===== config.mk =====
export PLATFORM = sky130hd
export DESIGN_NAME = ifetch
export DESIGN_NICKNAME = d
export VERILOG_FILES = /design/src/rtl/ifetch_pkg.sv /design/src/rtl/ifetch_fifo.sv /design/src/rtl/ifetch.sv
export SDC_FILE = /design/constraint.sdc
export NUM_CORES = 1
export LEC_CHECK = 0
export CORE_AREA = 3 3 140 115
export CTS_BUF_LIST = sky130_fd_sc_hd__clkbuf_4 sky130_fd_sc_hd__clkbuf_8
export DETAILED_ROUTE_END_ITERATION = 6
export DIE_AREA = 0 0 143 118
export PLACE_DENSITY = 0.75
export SYNTH_ARGS = -nofsm -noshare
export SYNTH_HDL_FRONTEND = slang
export SYNTH_SLANG_ARGS = --single-unit
export TNS_END_PERCENT = 20

===== constraint.sdc =====
create_clock -name clk -period 6.05 [get_ports clk]
set_input_delay 1.21 -clock clk [delete_from_list [all_inputs] [get_ports clk]]
set_output_delay 1.21 -clock clk [all_outputs]
set_load 0.05 [all_outputs]

===== src/rtl/ifetch_pkg.sv =====
// ifetch_pkg -- shared types and constants for the instruction fetch unit.
//
// Contents:
//   XLEN, ILEN      address / instruction widths
//   INSN_NOP        canonical NOP (addi x0, x0, 0), driven on out_instr when idle
//   PC_STEP         sequential fetch increment
//   fifo_entry_t    prefetch buffer entry {pc, instr}
//   align_word()    clears the two low address bits
//   is_misaligned() true when the two low address bits are non-zero
package ifetch_pkg;

    localparam int XLEN = 32;
    localparam int ILEN = 32;

    localparam logic [ILEN-1:0] INSN_NOP = 32'h00000013;
    localparam logic [XLEN-1:0] PC_STEP  = 32'd4;

    typedef struct packed {
        logic [XLEN-1:0] pc;
        logic [ILEN-1:0] instr;
    } fifo_entry_t;

    function automatic logic [XLEN-1:0] align_word(input logic [XLEN-1:0] addr);
        return {addr[XLEN-1:2], 2'b00};
    endfunction

    function automatic logic is_misaligned(input logic [XLEN-1:0] addr);
        return (addr[1:0] != 2'b00);
    endfunction

endpackage


===== src/rtl/ifetch_fifo.sv =====
// ifetch_fifo -- synchronous prefetch FIFO of fifo_entry_t records.
//
// Ports:
//   clk, rst_n      clock, asynchronous active-low reset (pointers only)
//   push, wr_data   write wr_data at the tail
//   pop             advance the head
//   flush           empty the FIFO; overrides push and pop
//   rd_data         head entry (valid only while empty = 0)
//   full, empty     occupancy flags
//
// DEPTH must be a power of two, at least 2. A push on a full FIFO is
// accepted only together with a pop, in which case it lands in the slot the
// head is leaving, so occupancy stays unchanged.
module ifetch_fifo
    import ifetch_pkg::*;
#(
    parameter int DEPTH = 2
) (
    input  logic        clk,
    input  logic        rst_n,
    input  logic        push,
    input  logic        pop,
    input  logic        flush,
    input  fifo_entry_t wr_data,
    output fifo_entry_t rd_data,
    output logic        full,
    output logic        empty
);

    localparam int AW = $clog2(DEPTH);

    // Pointers carry one extra wrap bit to tell full from empty.
    logic [AW:0] wr_ptr_q, wr_ptr_d;
    logic [AW:0] rd_ptr_q, rd_ptr_d;
    fifo_entry_t mem_q [DEPTH];
    fifo_entry_t mem_d [DEPTH];
    logic do_push;
    logic do_pop;

    assign empty = (wr_ptr_q == rd_ptr_q);
    assign full  = (wr_ptr_q[AW] != rd_ptr_q[AW]) &&
                   (wr_ptr_q[AW-1:0] == rd_ptr_q[AW-1:0]);

    assign do_pop  = pop && !empty && !flush;
    assign do_push = push && !flush && (!full || do_pop);

    assign rd_data = mem_q[rd_ptr_q[AW-1:0]];

    always_comb begin
        wr_ptr_d = wr_ptr_q;
        rd_ptr_d = rd_ptr_q;
        mem_d    = mem_q;
        if (flush) begin
            wr_ptr_d = '0;
            rd_ptr_d = '0;
        end else begin
            if (do_push) begin
                mem_d[wr_ptr_q[AW-1:0]] = wr_data;
                wr_ptr_d = wr_ptr_q + (AW+1)'(1);
            end
            if (do_pop) begin
                rd_ptr_d = rd_ptr_q + (AW+1)'(1);
            end
        end
    end

    always_ff @(posedge clk or negedge rst_n) begin
        if (!rst_n) begin
            wr_ptr_q <= '0;
            rd_ptr_q <= '0;
        end else begin
            wr_ptr_q <= wr_ptr_d;
            rd_ptr_q <= rd_ptr_d;
        end
    end

    // Storage is qualified by the pointers, so it needs no reset.
    always_ff @(posedge clk) begin
        mem_q <= mem_d;
    end

endmodule


===== src/rtl/ifetch.sv =====
// ifetch -- instruction fetch unit with a small prefetch buffer.
//
// Parameters:
//   RESET_PC     first fetch address after reset
//   FIFO_DEPTH   prefetch entries (power of two, >= 2)
//
// Ports:
//   clk, rst_n                      clock, asynchronous active-low reset
//   imem_addr  (out)                fetch address, copy of fetch_pc
//   imem_instr (in)                 instruction word for imem_addr (combinational)
//   redirect_valid, redirect_pc     redirect request; flushes the buffer
//   out_valid, out_ready            decode handshake on the head entry
//   out_instr, out_pc               head entry
//   fault                           misaligned-redirect fault
//
// Build option IFETCH_MISALIGN_TRAP_EN: when defined, a redirect to a
// non-word-aligned target raises fault and halts fetching until an aligned
// redirect or reset. When undefined, the low two target bits are ignored and
// fault is tied low.
module ifetch
    import ifetch_pkg::*;
#(
    parameter logic [XLEN-1:0] RESET_PC   = 32'h00000000,
    parameter int              FIFO_DEPTH = 2
) (
    input  logic            clk,
    input  logic            rst_n,
    output logic [XLEN-1:0] imem_addr,
    input  logic [ILEN-1:0] imem_instr,
    input  logic            redirect_valid,
    input  logic [XLEN-1:0] redirect_pc,
    output logic            out_valid,
    input  logic            out_ready,
    output logic [ILEN-1:0] out_instr,
    output logic [XLEN-1:0] out_pc,
    output logic            fault
);

    logic [XLEN-1:0] fetch_pc_q, fetch_pc_d;
    logic            halted;
    logic            push;
    logic            pop;
    logic            full;
    logic            empty;
    fifo_entry_t     wr_entry;
    fifo_entry_t     head;

    // A redirect hides the head in the same cycle: whatever is buffered
    // belongs to the old path and is dropped at this edge.
    assign out_valid = !empty && !redirect_valid;
    assign pop       = out_valid && out_ready;
    assign push      = !redirect_valid && !halted && (!full || pop);

    assign wr_entry.pc    = fetch_pc_q;
    assign wr_entry.instr = imem_instr;

    assign out_pc    = head.pc;
    assign out_instr = out_valid ? head.instr : INSN_NOP;
    assign imem_addr = fetch_pc_q;

    ifetch_fifo #(
        .DEPTH (FIFO_DEPTH)
    ) u_fifo (
        .clk     (clk),
        .rst_n   (rst_n),
        .push    (push),
        .pop     (pop),
        .flush   (redirect_valid),
        .wr_data (wr_entry),
        .rd_data (head),
        .full    (full),
        .empty   (empty)
    );

`ifdef IFETCH_MISALIGN_TRAP_EN

    logic halted_q, halted_d;
    logic fault_q, fault_d;

    always_comb begin
        fetch_pc_d = fetch_pc_q;
        halted_d   = halted_q;
        fault_d    = fault_q;
        if (redirect_valid) begin
            // The raw target is kept; it is never fetched while halted.
            fetch_pc_d = redirect_pc;
            halted_d   = is_misaligned(redirect_pc);
            fault_d    = is_misaligned(redirect_pc);
        end else if (push) begin
            fetch_pc_d = fetch_pc_q + PC_STEP;
        end
    end

    always_ff @(posedge clk or negedge rst_n) begin
        if (!rst_n) begin
            fetch_pc_q <= RESET_PC;
            halted_q   <= 1'b0;
            fault_q    <= 1'b0;
        end else begin
            fetch_pc_q <= fetch_pc_d;
            halted_q   <= halted_d;
            fault_q    <= fault_d;
        end
    end

    assign halted = halted_q;
    assign fault  = fault_q;

`else

    always_comb begin
        fetch_pc_d = fetch_pc_q;
        if (redirect_valid) begin
            fetch_pc_d = align_word(redirect_pc);
        end else if (push) begin
            fetch_pc_d = fetch_pc_q + PC_STEP;
        end
    end

    always_ff @(posedge clk or negedge rst_n) begin
        if (!rst_n) begin
            fetch_pc_q <= RESET_PC;
        end else begin
            fetch_pc_q <= fetch_pc_d;
        end
    end

    assign halted = 1'b0;
    assign fault  = 1'b0;

`endif

endmodule


======== Word-level counts from Yosys, hierarchy flattened ========
Cells that the tools add are included.
word-level totals
  register bits after elaboration ......... 164
  output and inout port bits .............. 98
  logic and storage cells ................. 50
operators by class
  add/subtract/negate cells ............... 3
  magnitude comparators ................... 3
  equality and inequality tests ........... 3
  multiplexer cells ....................... 13
  bitwise logic cells ..................... 3
  reductions and logical operators ........ 18
operator list
  cell                     count
  $mux W64                 4
  $bwmux W128              1
  $mux W32                 3
  $demux W64 S1            1
  $add A32 B3 Y32 const B  1
  $logic_and A1 B1 Y1      9
  $mux W2                  4
  $reduce_bool A2 Y1       3
  $add A2 B1 Y2 const B    2
  $ge A2 B2 Y1 const B     2
  $not A1 Y2               2
  $logic_not A1 Y1         3
  $eq A2 B2 Y1             1
  $logic_or A1 B1 Y1       2
  $lt A2 B1 Y1 const B     1
  $reduce_and A2 Y1        1
  $eq A1 B1 Y1             1
  $ne A1 B1 Y1             1
  $not A1 Y1               1

======== Logic depth before layout (Yosys ltp) ========
  depth after elaboration ................. 10
  gate-level depth with buffers ........... 6
  depth with buffers taken out ............ 5

======== By module ========
A second synthesis with hierarchy kept.
unflattened totals
  cell total of the unflattened synthesis .. 485
  area, all modules ....................... 6957.9 sq um
by module, submodules not included
  module       instances  cells each  area an instance (sq um)  seq. area each (sq um)
  ifetch_fifo  1          234         4898.4                    3943.8
  ifetch       1          251         2059.5                    750.7

======== Least setup slack after synthesis ========
No wires, ideal clock.
  kind .................................... input-to-reg
  start point ............................. input port out_ready
  end point ............................... register u_fifo.mem_q[100] (netlist name), enable pin
  setup time .............................. 0.558 ns
  data arrival time ....................... 5.969 ns
  required time ........................... 5.492 ns
  path slack .............................. -0.477 ns
  stages .................................. 4
  buffers on the path ..................... 1
  path through ............................ nor2b_1 > clkbuf_1 > nor3_1 > nor3_1
between the ends
  longest elaborated chain between the ends .. 6
  elaborated cells between the ends (all ways) .. 9
  those cells by class .................... 9 x reduce/logical
RTL lines
  what                                                              line                             source
  start: declaration                                                ifetch.sv:33                     input logic out_ready,
  $logic_and A1 B1 Y1 *                                             ifetch.sv:51                     assign pop = out_valid && out_ready;
  $logic_or A1 B1 Y1 / $logic_and A1 B1 Y1 (equally long branches)  ifetch.sv:52, ifetch_fifo.sv:44
  $logic_and A1 B1 Y1 (on tied branches)                            ifetch.sv:52, ifetch_fifo.sv:44
  $logic_and A1 B1 Y1 / $logic_or A1 B1 Y1 (equally long branches)  ifetch_fifo.sv:45                assign do_push = push && !flush && (!full || do_pop);
  $logic_and A1 B1 Y1 *                                             ifetch_fifo.sv:45
  $reduce_and A2 Y1 (no line) *                                     n/a
  end signal: assignment                                            ifetch_fifo.sv:79                mem_q <= mem_d;
  end: declaration                                                  ifetch_fifo.sv:35                fifo_entry_t mem_q [DEPTH];
Every way passes the cells marked *; elsewhere a longest branch is shown, timed or not.
A chain may end at the register's enable or synchronous reset.

======== Worst setup path in the final report ========
  start point ............................. register u_fifo.rd_ptr_q[0]
  end point ............................... output port out_instr[1]
between the ends
  longest elaborated chain between the ends .. 5
  elaborated cells between the ends (all ways) .. 8
  those cells by class .................... 1 x eq/ne; 4 x mux; 1 x bitwise; 2 x reduce/logical
RTL lines
  what                                          line               source
  start: declaration                            ifetch_fifo.sv:34  logic [AW:0] rd_ptr_q, rd_ptr_d;
  start signal: assignment                      ifetch_fifo.sv:73  rd_ptr_q <= rd_ptr_d;
  $not A1 Y2 (not written as such)              ifetch_fifo.sv:47  assign rd_data = mem_q[rd_ptr_q[AW-1:0]];
  $mux W64 (not written as such) (3 in series)  ifetch_fifo.sv:47
  $mux W32 *                                    ifetch.sv:58       assign out_instr = out_valid ? head.instr : INSN_NOP;
  end: declaration                              ifetch.sv:34       output logic [ILEN-1:0] out_instr,
Every way passes the cells marked *; elsewhere a longest branch is shown, timed or not. The select of a mux whose other input is x is not followed.

==> flow_metrics.py <==
metrics = {
    "logic_synthesis": {
        "ys_ff_latch": 158,
        "ys_warn_count": 0,
        "synth_top_area_share_pct": 55.4,
        "synth_area_leader_cell": "edfxtp_1",
        "yosysMostFrequentCell": "edfxtp_1",
        "synth_commonest_cells": "edfxtp_1, nor2_1, mux2i_1",
        "synth_edf_count": 124,
        "ys_seq_area_share_pct": 68.0,
        "synthArstFlopShare_pct": 21.5,
        "syn_avg_cell_area_um2": 14.1,
        "synth_area_leaders": "edfxtp_1, dfrtp_1, mux2i_1, mux2_2, nor2_1",
        "syn-cell-area_um2": 6730,
        "ys.flop_type": "edfxtp_1",
        "synthCells": 478,
        "ys_types": 45,
    },
    "global_route": {
        "grt_antenna_before_repair": 0,
        "grt_max_degree": 68,
        "grt.total_usage_pct": 18.8,
        "grt_overflow": 0,
        "first_global_vias": 4676,
        "grt_pass1_wl_um": 24900,
    },
    "job": {
        "drv_cap": 0,
    },
    "worst_setup_path": {
        "path_buf_inv": 3,
        "slowest_stage": "dfrtp_4",
        "max_stage_delay_ns": 1.14,
        "regToRegStartpoint": "u_fifo.rd_ptr_q[0]$_DFFE_PN0P_",
        "reg2reg_depth": 4,
        "startpoint_type": "flop",
        "r2r-end": "u_fifo.mem_q[27]$_DFFE_PP_",
        "required_ns": 4.84,
        "cp_max_fo": 67,
        "crit_path_cell_trace": "xor2_2 > o21ai_2 > buf_4 > inv_1 > nand2_1 > buf_12",
        "crit_arrival_ns": 3.14,
        "reg2reg_slack_ns": 2.64,
        "critPathCaptureType": "output port",
        "crit_start": "u_fifo.rd_ptr_q[0]$_DFFE_PN0P_",
        "crit_type": "reg2out",
        "critPathTopFamily": "flip-flops",
    },
    "min_path": {
        "holdPathStages": 0,
        "hp-start": "imem_addr[31]$_DFFE_PN0P_",
        "hold_end": "u_fifo.mem_q[63]$_DFFE_PP_",
        "hold_path_class": "reg2reg",
    },
    "placement": {
        "io_buffer_count": 158,
        "gp_congestion": 0.860,
        "hpwl_um": 10300,
        "preCtsSetupSlack_ns": 1.79,
    },
    "finish": {
        "seqCellArea_um2": 4580,
        "syn2layout_area_growth_pct": 35.8,
        "num-nets-final": 705,
        "drive_above_1_share_pct": 16.6,
        "antenna_cells": 0,
        "fillers": 1124,
        "multi_input_area_um2": 2040,
    },
    "timing": {
        "tns_ns": 0,
        "finalSetupViolCount": 0,
        "report.final.slew_viol_count": 0,
        "period_needed_ns": 4.35,
        "period_share_pct": 71.8,
        "hold_viol": 0,
        "rsz0062_at_grt": "no",
        "final.setup_skew_ns": 0.0120,
        "relSlewSlack_pct": 17.8,
        "max_slew.worst_pin.slew_ns": 1.22,
        "worst_slack_ns": 1.70,
        "fmax_ghz": 0.230,
    },
    "cts": {
        "ctsResizeCount": 0,
        "cts-root-buf": "clkbuf_8",
        "htreeDepth": 4,
        "clkLatencyLatePin_ns": 0.44,
        "clkSinkCount": 158,
        "clkTransAtPathRegs_ns": 0.08,
        "cts.path.max_buffers": 2,
        "cts_tree": "yes",
        "cts_buffers": 17,
        "cts_hold_buf": 0,
        "post-cts-setup-buffer-count": 0,
    },
    "drt": {
        "dr.pass1.iters": 5,
        "drc_errors": 0,
        "drt-total-wl_um": 15400,
        "detail-route-antenna-nets": 0,
        "drt_iter0_drc": 306,
        "avgRoutedWirePerCell_um": 18.4,
        "vias": 4625,
        "avgViaCountPerCell": 5.52,
    },
    "floorplan": {
        "boundaryPins": 166,
        "fp-row-count": 40,
        "core_um2": 14900,
        "dieArea_um2": 16900,
        "die_w_um": 143,
        "start_util_pct": 45.2,
        "die_y_um": 118,
    },
    "pwr": {
        "ir_drop_mv": 0.283,
        "p_leak_nw": 3.18,
        "powerDensity_nw_per_um2": 485,
    },
    "run_status": {
        "status": "completed",
    },
}
==> layout by cell type (no fill, tap or decap), types with 2 or more instances in the layout <==
cell             instances
nor4_1                   2
clkinv_2                 4
clkbuf_4                 3
nand3_1                 14
o21ai_0                 14
o311ai_2                 2
and4_1                   6
o31ai_1                 16
nand4_1                  8
inv_1                    4
a31oi_1                 18
nor2b_1                  5
buf_12                  26
nor3_1                   3
mux2i_1                 35
clkdlybuf4s50_1        124
clkinvlp_4               2
mux2_2                  30
nand2_1                 26
buf_4                   12
edfxtp_1               124
o211ai_1                 2
conb_1                   5
clkbuf_8                17
clkinv_4                 2
nor2_1                  49
or3_1                    4
dfrtp_1                 33
xnor2_1                  6
a221oi_1                 2
a22o_1                   2
xor2_1                   4
bufinv_16                3
and3_1                   5
or4_1                   16
==> sequential cells by signal, indices dropped and copies added, names as in the netlist <==
name / count
u_fifo.mem_q: 124
imem_addr: 30
u_fifo.rd_ptr_q: 2
u_fifo.wr_ptr_q: 2
==> per-layer routing <==
metal  track usage (%)  up-vias  wire, um
met2              29.9      172      7360
li1                  -     2156         -
met5                 0        -         0
met4              4.69        0       144
met1              25.3     2288      6710
met3              5.93        9      1170
==> power breakdown <==
| group | total [mW] | switching (mW) | leakage [nW] | internal, mW |
|---|---|---|---|---|
| sequential | 1.63 | 0.205 | 1.54 | 1.42 |
| clock | 0.796 | 0.378 | 0.204 | 0.418 |
| combinational | 2.01 | 1.23 | 1.44 | 0.783 |
| total | 4.43 | 1.81 | 3.18 | 2.62 |
==> worst reg2reg max path, stage by stage, from the launching register on <==
cell     delay (ns)
dfrtp_4        1.14
xnor2_1        0.24
nand3_1        0.36
and3_2         0.77
buf_4          0.55
==> per-stage QoR <==
| step | cell area (um2) | cells | hold slack [ns] | total power [mW] | util [%] |
|---|---|---|---|---|---|
| floorplan | 6750 | 482 | 0.532 | 2.87 | - |
| global placement | 8730 | 806 | 0.506 | 3.64 | 58.7 |
| detailed placement | 8730 | 806 | 0.522 | 3.68 | 58.7 |
| CTS | 9130 | 838 | 0.532 | 4.48 | 61.4 |
| global route | 9130 | 838 | 0.573 | 4.64 | 61.4 |
| finish | 9130 | 838 | 0.535 | 4.43 | 61.4 |
==> worst max path at each step <==
stage	depth (start not counted)	slack, ns	end
2_1_floorplan	4	1.42	u_fifo.mem_q[100]$_DFFE_PP_
6_report	6	1.70	out_instr[1]
4_1_cts	6	1.60	out_instr[1]
5_1_grt	6	1.45	out_instr[4]
3_5_place_dp	7	1.79	out_instr[1]
3_3_place_gp	7	1.83	out_instr[1]
==> kinds of logic (layout without fill, tap and decap cells) <==
logic type	count (synthesis)	after routing	synth area share (%)
other cells	1	5	0.0558
mux	65	65	10.2
xor+xnor	12	12	1.79
fa+ha+maj	1	1	0.186
simple gates	143	143	10.7
buf+inv	32	199	2.10
compound gates	66	66	6.88
flops	158	158	68.0
==> area by class of cell <==
cell class | instances | area share [%]
Sequential cell | 158 | 50.1
Clock buffer | 20 | 2.81
Inverter | 4 | 0.164
Clock inverter | 12 | 1.60
Tap cell | 189 | 2.59
Timing Repair Buffer | 163 | 20.3
Multi-Input combinational cell | 292 | 22.4
Note: power is estimated with default switching activity, not from simulation.
